[config.mk]
export PLATFORM = sky130hd
export DESIGN_NAME = branch_predictor
export DESIGN_NICKNAME = d
export VERILOG_FILES = /design/src/rtl/branch_predictor.sv
export SDC_FILE = /design/constraint.sdc
export NUM_CORES = 2
export LEC_CHECK = 0
export ABC_AREA = 1
export BUFFER_PORTS_ARGS = -buffer_cell sky130_fd_sc_hd__clkbuf_2
export CAP_MARGIN = 20
export CORE_UTILIZATION = 30
export DETAILED_ROUTE_END_ITERATION = 10
export PLACE_DENSITY = 0.45
export SLEW_MARGIN = 20
export SYNTH_ARGS = -nofsm -noshare
export SYNTH_HDL_FRONTEND = slang
export SYNTH_SLANG_ARGS = --single-unit
[constraint.sdc]
create_clock -name CLK -period 2.65 [get_ports CLK]
set_input_delay 0.1325 -clock CLK [delete_from_list [all_inputs] [get_ports CLK]]
set_output_delay 0.1325 -clock CLK [all_outputs]
set_load 0.1 [all_outputs]
[src/rtl/branch_predictor.sv]
// ---------------------------------------------------------------------------
// branch_predictor
//   Dynamic branch predictor sitting beside fetch: direct-mapped BTB, a PHT of
//   saturating counters and (gshare only) a global history register.
//   Lookup is purely combinational from PC_F. Updates from execute land on
//   the next rising edge.
//
// Parameters
//   MODE      0 static not-taken, 1 bimodal, 2 gshare
//   ENTRIES   BTB/PHT depth (power of two, >= 4)
//   TAG_BITS  BTB tag width
//   CTR_BITS  PHT counter width (>= 1)
//   IDX       derived index width, leave at default
//   GHR_BITS  history length (<= IDX), only meaningful for MODE 2
//
// Ports
//   CLK, RST_N                     clock, async active-low reset
//   PC_F                           fetch address
//   Predict_Taken_F/Target_F       fetch prediction (target = PC_F+4 if not taken)
//   BTB_Hit_F                      BTB valid and tag match
//   Pred_Index_F                   PHT index used, travels down to execute
//   Update_En_E ... Pred_Index_E   resolved branch/jump from execute
//   Stat_Clr                       synchronous clear of the statistics
//   Resolved_Count/Mispredict_Count  saturating statistics
// ---------------------------------------------------------------------------
module branch_predictor #(
   parameter int MODE     = 1,
   parameter int ENTRIES  = 64,
   parameter int TAG_BITS = 8,
   parameter int CTR_BITS = 2,
   parameter int IDX      = $clog2(ENTRIES),
   parameter int GHR_BITS = IDX
) (
   input  logic            CLK,
   input  logic            RST_N,
   input  logic [31:0]     PC_F,
   output logic            Predict_Taken_F,
   output logic [31:0]     Predict_Target_F,
   output logic            BTB_Hit_F,
   output logic [IDX-1:0]  Pred_Index_F,
   input  logic            Update_En_E,
   input  logic            Is_Jump_E,
   input  logic [31:0]     PC_E,
   input  logic [31:0]     PC_Target_E,
   input  logic            Branch_Taken_E,
   input  logic            Predict_Taken_E,
   input  logic [IDX-1:0]  Pred_Index_E,
   input  logic            Stat_Clr,
   output logic [31:0]     Resolved_Count,
   output logic [31:0]     Mispredict_Count
);

   localparam logic [CTR_BITS-1:0] CTR_MAX  = '1;
   // Weakly not-taken: 01 for 2-bit counters, 0 for 1-bit.
   localparam logic [CTR_BITS-1:0] CTR_INIT = CTR_BITS'((1 << (CTR_BITS - 1)) - 1);

   // Valid bits and counters are reset; tags and targets are plain storage.
   logic [ENTRIES-1:0]               valid_q, valid_d;
   logic [TAG_BITS-1:0]              tag_q [ENTRIES];
   logic [31:0]                      tgt_q [ENTRIES];
   logic [ENTRIES-1:0][CTR_BITS-1:0] pht_q, pht_d;
   logic [GHR_BITS-1:0]              ghr_q, ghr_d;
   logic [31:0]                      res_q, res_d;
   logic [31:0]                      mis_q, mis_d;

   // ---------------- fetch-side lookup ----------------
   logic [IDX-1:0]      f_idx;
   logic [TAG_BITS-1:0] f_tag;
   logic [IDX-1:0]      pred_idx;

   assign f_idx = PC_F[IDX+1:2];
   assign f_tag = PC_F[IDX+TAG_BITS+1:IDX+2];

   always_comb begin
      pred_idx = '0;
      if (MODE == 1)      pred_idx = f_idx;
      else if (MODE == 2) pred_idx = f_idx ^ IDX'(ghr_q);
   end

   assign BTB_Hit_F        = valid_q[f_idx] && (tag_q[f_idx] == f_tag);
   assign Pred_Index_F     = pred_idx;
   assign Predict_Taken_F  = (MODE != 0) && BTB_Hit_F && pht_q[pred_idx][CTR_BITS-1];
   assign Predict_Target_F = Predict_Taken_F ? tgt_q[f_idx] : PC_F + 32'd4;

   // ---------------- execute-side update ----------------
   logic [IDX-1:0]      e_idx;
   logic [TAG_BITS-1:0] e_tag;
   logic                btb_we;
   logic [CTR_BITS-1:0] ctr_cur;

   assign e_idx   = PC_E[IDX+1:2];
   assign e_tag   = PC_E[IDX+TAG_BITS+1:IDX+2];
   // Only taken outcomes allocate; not-taken never touches the BTB.
   assign btb_we  = Update_En_E && Branch_Taken_E;
   assign ctr_cur = pht_q[Pred_Index_E];

   always_comb begin
      pht_d = pht_q;
      if (Update_En_E) begin
         if (Is_Jump_E)                              pht_d[Pred_Index_E] = CTR_MAX;
         else if (Branch_Taken_E && ctr_cur != CTR_MAX) pht_d[Pred_Index_E] = ctr_cur + 1'b1;
         else if (!Branch_Taken_E && ctr_cur != '0)     pht_d[Pred_Index_E] = ctr_cur - 1'b1;
      end
   end

   always_comb begin
      valid_d = valid_q;
      if (btb_we) valid_d[e_idx] = 1'b1;
   end

   // History shifts on conditional branches only; the cast drops the oldest bit.
   always_comb begin
      ghr_d = ghr_q;
      if (MODE == 2 && Update_En_E && !Is_Jump_E)
         ghr_d = GHR_BITS'({ghr_q, Branch_Taken_E});
   end

   // Clear wins over a same-edge increment; both counters stick at all-ones.
   always_comb begin
      res_d = res_q;
      mis_d = mis_q;
      if (Stat_Clr) begin
         res_d = '0;
         mis_d = '0;
      end else if (Update_En_E) begin
         if (res_q != '1) res_d = res_q + 32'd1;
         if (Predict_Taken_E != Branch_Taken_E && mis_q != '1) mis_d = mis_q + 32'd1;
      end
   end

   always_ff @(posedge CLK or negedge RST_N) begin
      if (!RST_N) begin
         valid_q <= '0;
         pht_q   <= {ENTRIES{CTR_INIT}};
         ghr_q   <= '0;
         res_q   <= '0;
         mis_q   <= '0;
      end else begin
         valid_q <= valid_d;
         pht_q   <= pht_d;
         ghr_q   <= ghr_d;
         res_q   <= res_d;
         mis_q   <= mis_d;
      end
   end

   always_ff @(posedge CLK) begin
      if (btb_we) begin
         tag_q[e_idx] <= e_tag;
         tgt_q[e_idx] <= PC_Target_E;
      end
   end

   assign Resolved_Count   = res_q;
   assign Mispredict_Count = mis_q;

   // Low offset bits and high PC bits beyond the tag are deliberately ignored.
   logic unused_pc;
   assign unused_pc = ^{PC_F, PC_E};

endmodule

==> reports/results.ini <==
[placement]
port_buffers = 194
pre_cts_ws_ns = -0.787
routabilityCongestion = 0.868
dp_hpwl_um = 265000

[clock_network]
cts.reportedPaths.clkPinSlew_ns = 0.06
cts_tree = done
clk_latency_ns = 0.92
clock_sinks = 2816
cts-root-buf = clkbuf_16
htree_levels = 5
clock_path_buffers = 4
cts_buffers = 326

[timing]
setup_viol = 161
min_period_ns = 3.64
slew_headroom_pct = 26.6
rsz0062_at_grt = true
report.final.slew_viol_count = 0
finClkSkew_ns = 0.0410
layout_worst_path_cycle_share_pct = 137
layout_setup_ws_ns = -0.987
tightest_slew_ns = 1.10
max_freq_ghz = 0.275
final-hold-violation-count = 0

[drt]
drt_iter0_markers = 8470
viasPerCell = 5.19
wl_met1_um = 187000
final_antenna_net_count = 0
dr_wl_met2_um = 207000
drt-total-wl_um = 435000
route.met3.wl_um = 25800
first_pass_iters = 6
num_vias = 82763
wire_per_inst_um = 27.3
highest_layer = met5
drc = 0

[final_layout]
areaGrowthSynthToFinish_pct = 26.5
fill_cells = 36517
drive_above_1_share_pct = 20.7
fin_nets = 10758
fin_util_pct = 38.2

[logic_synthesis]
synth_common_cells = edfxtp_1 (2560), nor2_1 (1575), o21ai_0 (1250), nand2_1 (1176), nand3_1 (541)
synth_area_leaders = edfxtp_1 (66%), o21ai_0 (5.4%), nor2_1 (5.1%)
yosysTopAreaCellShare_pct = 66.5
ys_types = 57
synth.avg_cell_area_um2 = 11.9
ys.flop_type = edfxtp_1
ys_ff_latch = 2816
synth-async-reset-ratio_pct = 9.09
ys_warn_count = 0
synth_edf_count = 2560
synth_seq_area_share_pct = 72.1
syn-cell-area_um2 = 116000
syn_nets = 9791
synth_most_common_cell = edfxtp_1
yosys.area.top_type = edfxtp_1
synthCells = 9677

[global_route]
antenna_found_initial = 25
grt_pass1_vias = 80952
track_usage_pct = 21.8
overflow = 0
grt_first_pass_wirelength_um = 614000
grt_max_degree = 88

[pwr]
pwr-share-clk_pct = 42.6
power_mw = 102
vdd_drop_max_mv = 0.554
p_sw_mw = 24.9
leakagePower_nw = 51.5
internal_power_mw = 77.5
comb_power_share_pct = 9.1
power_density_nw_per_um2 = 700
sequentialPowerShare_pct = 48.3
p_sw_share_pct = 24.3

[setup_path]
cpMaxStageDelayCell = edfxtp_1
crit_fanout = 6
crit_path_start_kind = flop
cp_slowest_stage_delay_ns = 0.38
cp-end-kind = output port
crit_type = flop to output port
r2r_cells = 24
arrival_ns = 3.50
crit_chain = nor2_2 -> nor2_1 -> o21ai_1 -> nand2_1 -> nand2_1 -> nand2_1 -> nor2_2 -> nand2_1 -> nand3_2 -> buf_6 -> nand2_2 -> nand2_2 -> nand2_2 -> nor2_2 -> nand2_2 -> nor2_4 -> buf_12 -> buf_12 -> buf_12 -> buf_16 -> nand4_1 -> nand2_4 -> buf_12
critPathRequiredTime_ns = 2.52

[status]
violations = setup timing
outcome = finished with violations

[job]
cap_viol_max_count = 0

[die]
start_util_pct = 30.2
io_pins = 213
row_count = 227
die_w_um = 623
die_h_um = 623
die-area_um2 = 388000
core-area_um2 = 383000

[worst_hold_path]
min_path_cells = 1
hold_class = input port to flop

logic make-up (layout without fill, tap and decap cells):
logic type | Yosys count | after routing | share of synthesized area, %
other | 0 | 6 | 0
AOI/OAI and AO/OA | 2208 | 2208 | 11.0
xor gates and xnor gates | 43 | 43 | 0.326
buffers and inverters | 1116 | 2330 | 4.09
muxes | 19 | 19 | 0.183
adders and majority gates | 5 | 5 | 0.0541
and+or+nand+nor | 3470 | 3471 | 12.2
DFF | 2816 | 2816 | 72.1
per-layer routing:
layer | vias to the layer above | global-route usage, %
li1 | 36950 | -
met1 | 42379 | 29.4
met2 | 2804 | 36.3
met3 | 614 | 2.85
met4 | 16 | 6.85
met5 | - | 0
registers in the layout, summed over array words and instances (netlist names):
name / cells
Mispredict_Count: 32
tgt_q: 2048
pht_q: 128
valid_q: 64
tag_q: 512
Resolved_Count: 32
worst max-delay path, delay by kind of cell (launching register included):
| family | cells | cell delay (ns) |
|---|---|---|
| buffers and inverters | 6 | 0.78 |
| DFF | 1 | 0.38 |
| and+or+nand+nor | 16 | 1.35 |
| AOI/OAI and AO/OA | 1 | 0.07 |
power by group through the flow:
stage / Sequential [mW] / Combinational, mW / Clock, mW
3_3_place_gp: 50.3 / 8.27 / 0
6_report: 49.4 / 9.33 / 43.6
3_5_place_dp: 50.3 / 8.32 / 0
4_1_cts: 49.4 / 9.14 / 44.4
2_1_floorplan: 50.3 / 3.77 / 0
5_1_grt: 49.5 / 9.94 / 46.0
timing repair:
| action | in CTS | in global routing |
|---|---|---|
| hold endpoints to repair | 1866 | 204 |
| hold buffers | 53 | 4 |
| pin swaps | 113 | 77 |
| resized for setup | 440 | 191 |
| gates cloned | 26 | 1 |
| setup buffers | 61 | 22 |
| endpoints found under the setup margin | 161 | 174 |
cells in the final DEF (no fill, tap or decap), drive strengths merged, types with 3 or more instances in the layout:
cell type	netlist	layout
a211oi	3	3
a21oi	187	187
a221oi	15	15
a22oi	12	12
a31oi	10	10
buf	269	1060
bufinv	0	18
clkbuf	361	564
clkinv	2	129
clkinvlp	0	6
dfrtp	192	192
dfstp	64	64
diode	0	6
dlygate4sd3	0	56
edfxtp	2560	2560
ha	5	5
inv	484	496
mux2	17	17
nand2	1178	1178
nand3	543	544
nand4	55	55
nor2	1581	1581
nor3	50	50
nor4	17	17
o2111ai	9	9
o211ai	72	72
o21ai	1277	1277
o221ai	204	204
o22ai	387	387
o2bb2ai	3	3
o31ai	18	18
or2	43	43
xnor2	17	17
xor2	26	26
stage by stage:
stage	TNS (ns)	hold WS (ns)	cell area, um^2	instances
2_1_floorplan	-267.03	-0.163	116000	9677
3_3_place_gp	-90.91	0.122	132000	15209
3_5_place_dp	-88.72	0.128	132000	15209
4_1_cts	-46.30	0.00378	145000	15911
5_1_grt	-110.65	0.0273	146000	15932
6_report	-73.60	0.00535	146000	15936
area by class of cell:
class	count	area [um^2]	area share [%]
Inverter	486	1900	1.30
Tap cell	5038	6300	4.31
Antenna cell	6	15.0	0.0103
Clock inverter	163	1480	1.01
Timing Repair Buffer	1268	14300	9.80
Sequential cell	2816	83400	57.0
Multi-Input combinational cell	5746	30100	20.6
Clock buffer	413	8680	5.94
final timing paths:
path                           startpoint              endpoint  slack [ns]
max                          tag_q[24][5]  Predict_Target_F[17]       -0.99
min                        PC_Target_E[2]          tgt_q[52][2]       0.005
max reg2reg                     pht_q[97]             pht_q[74]       -0.48
min reg2reg                   valid_q[12]           valid_q[12]        0.45
max in group asynchronous           RST_N             pht_q[24]        1.76
min in group asynchronous           RST_N  Mispredict_Count[21]        0.48
Note: power is estimated with default switching activity, not from simulation.
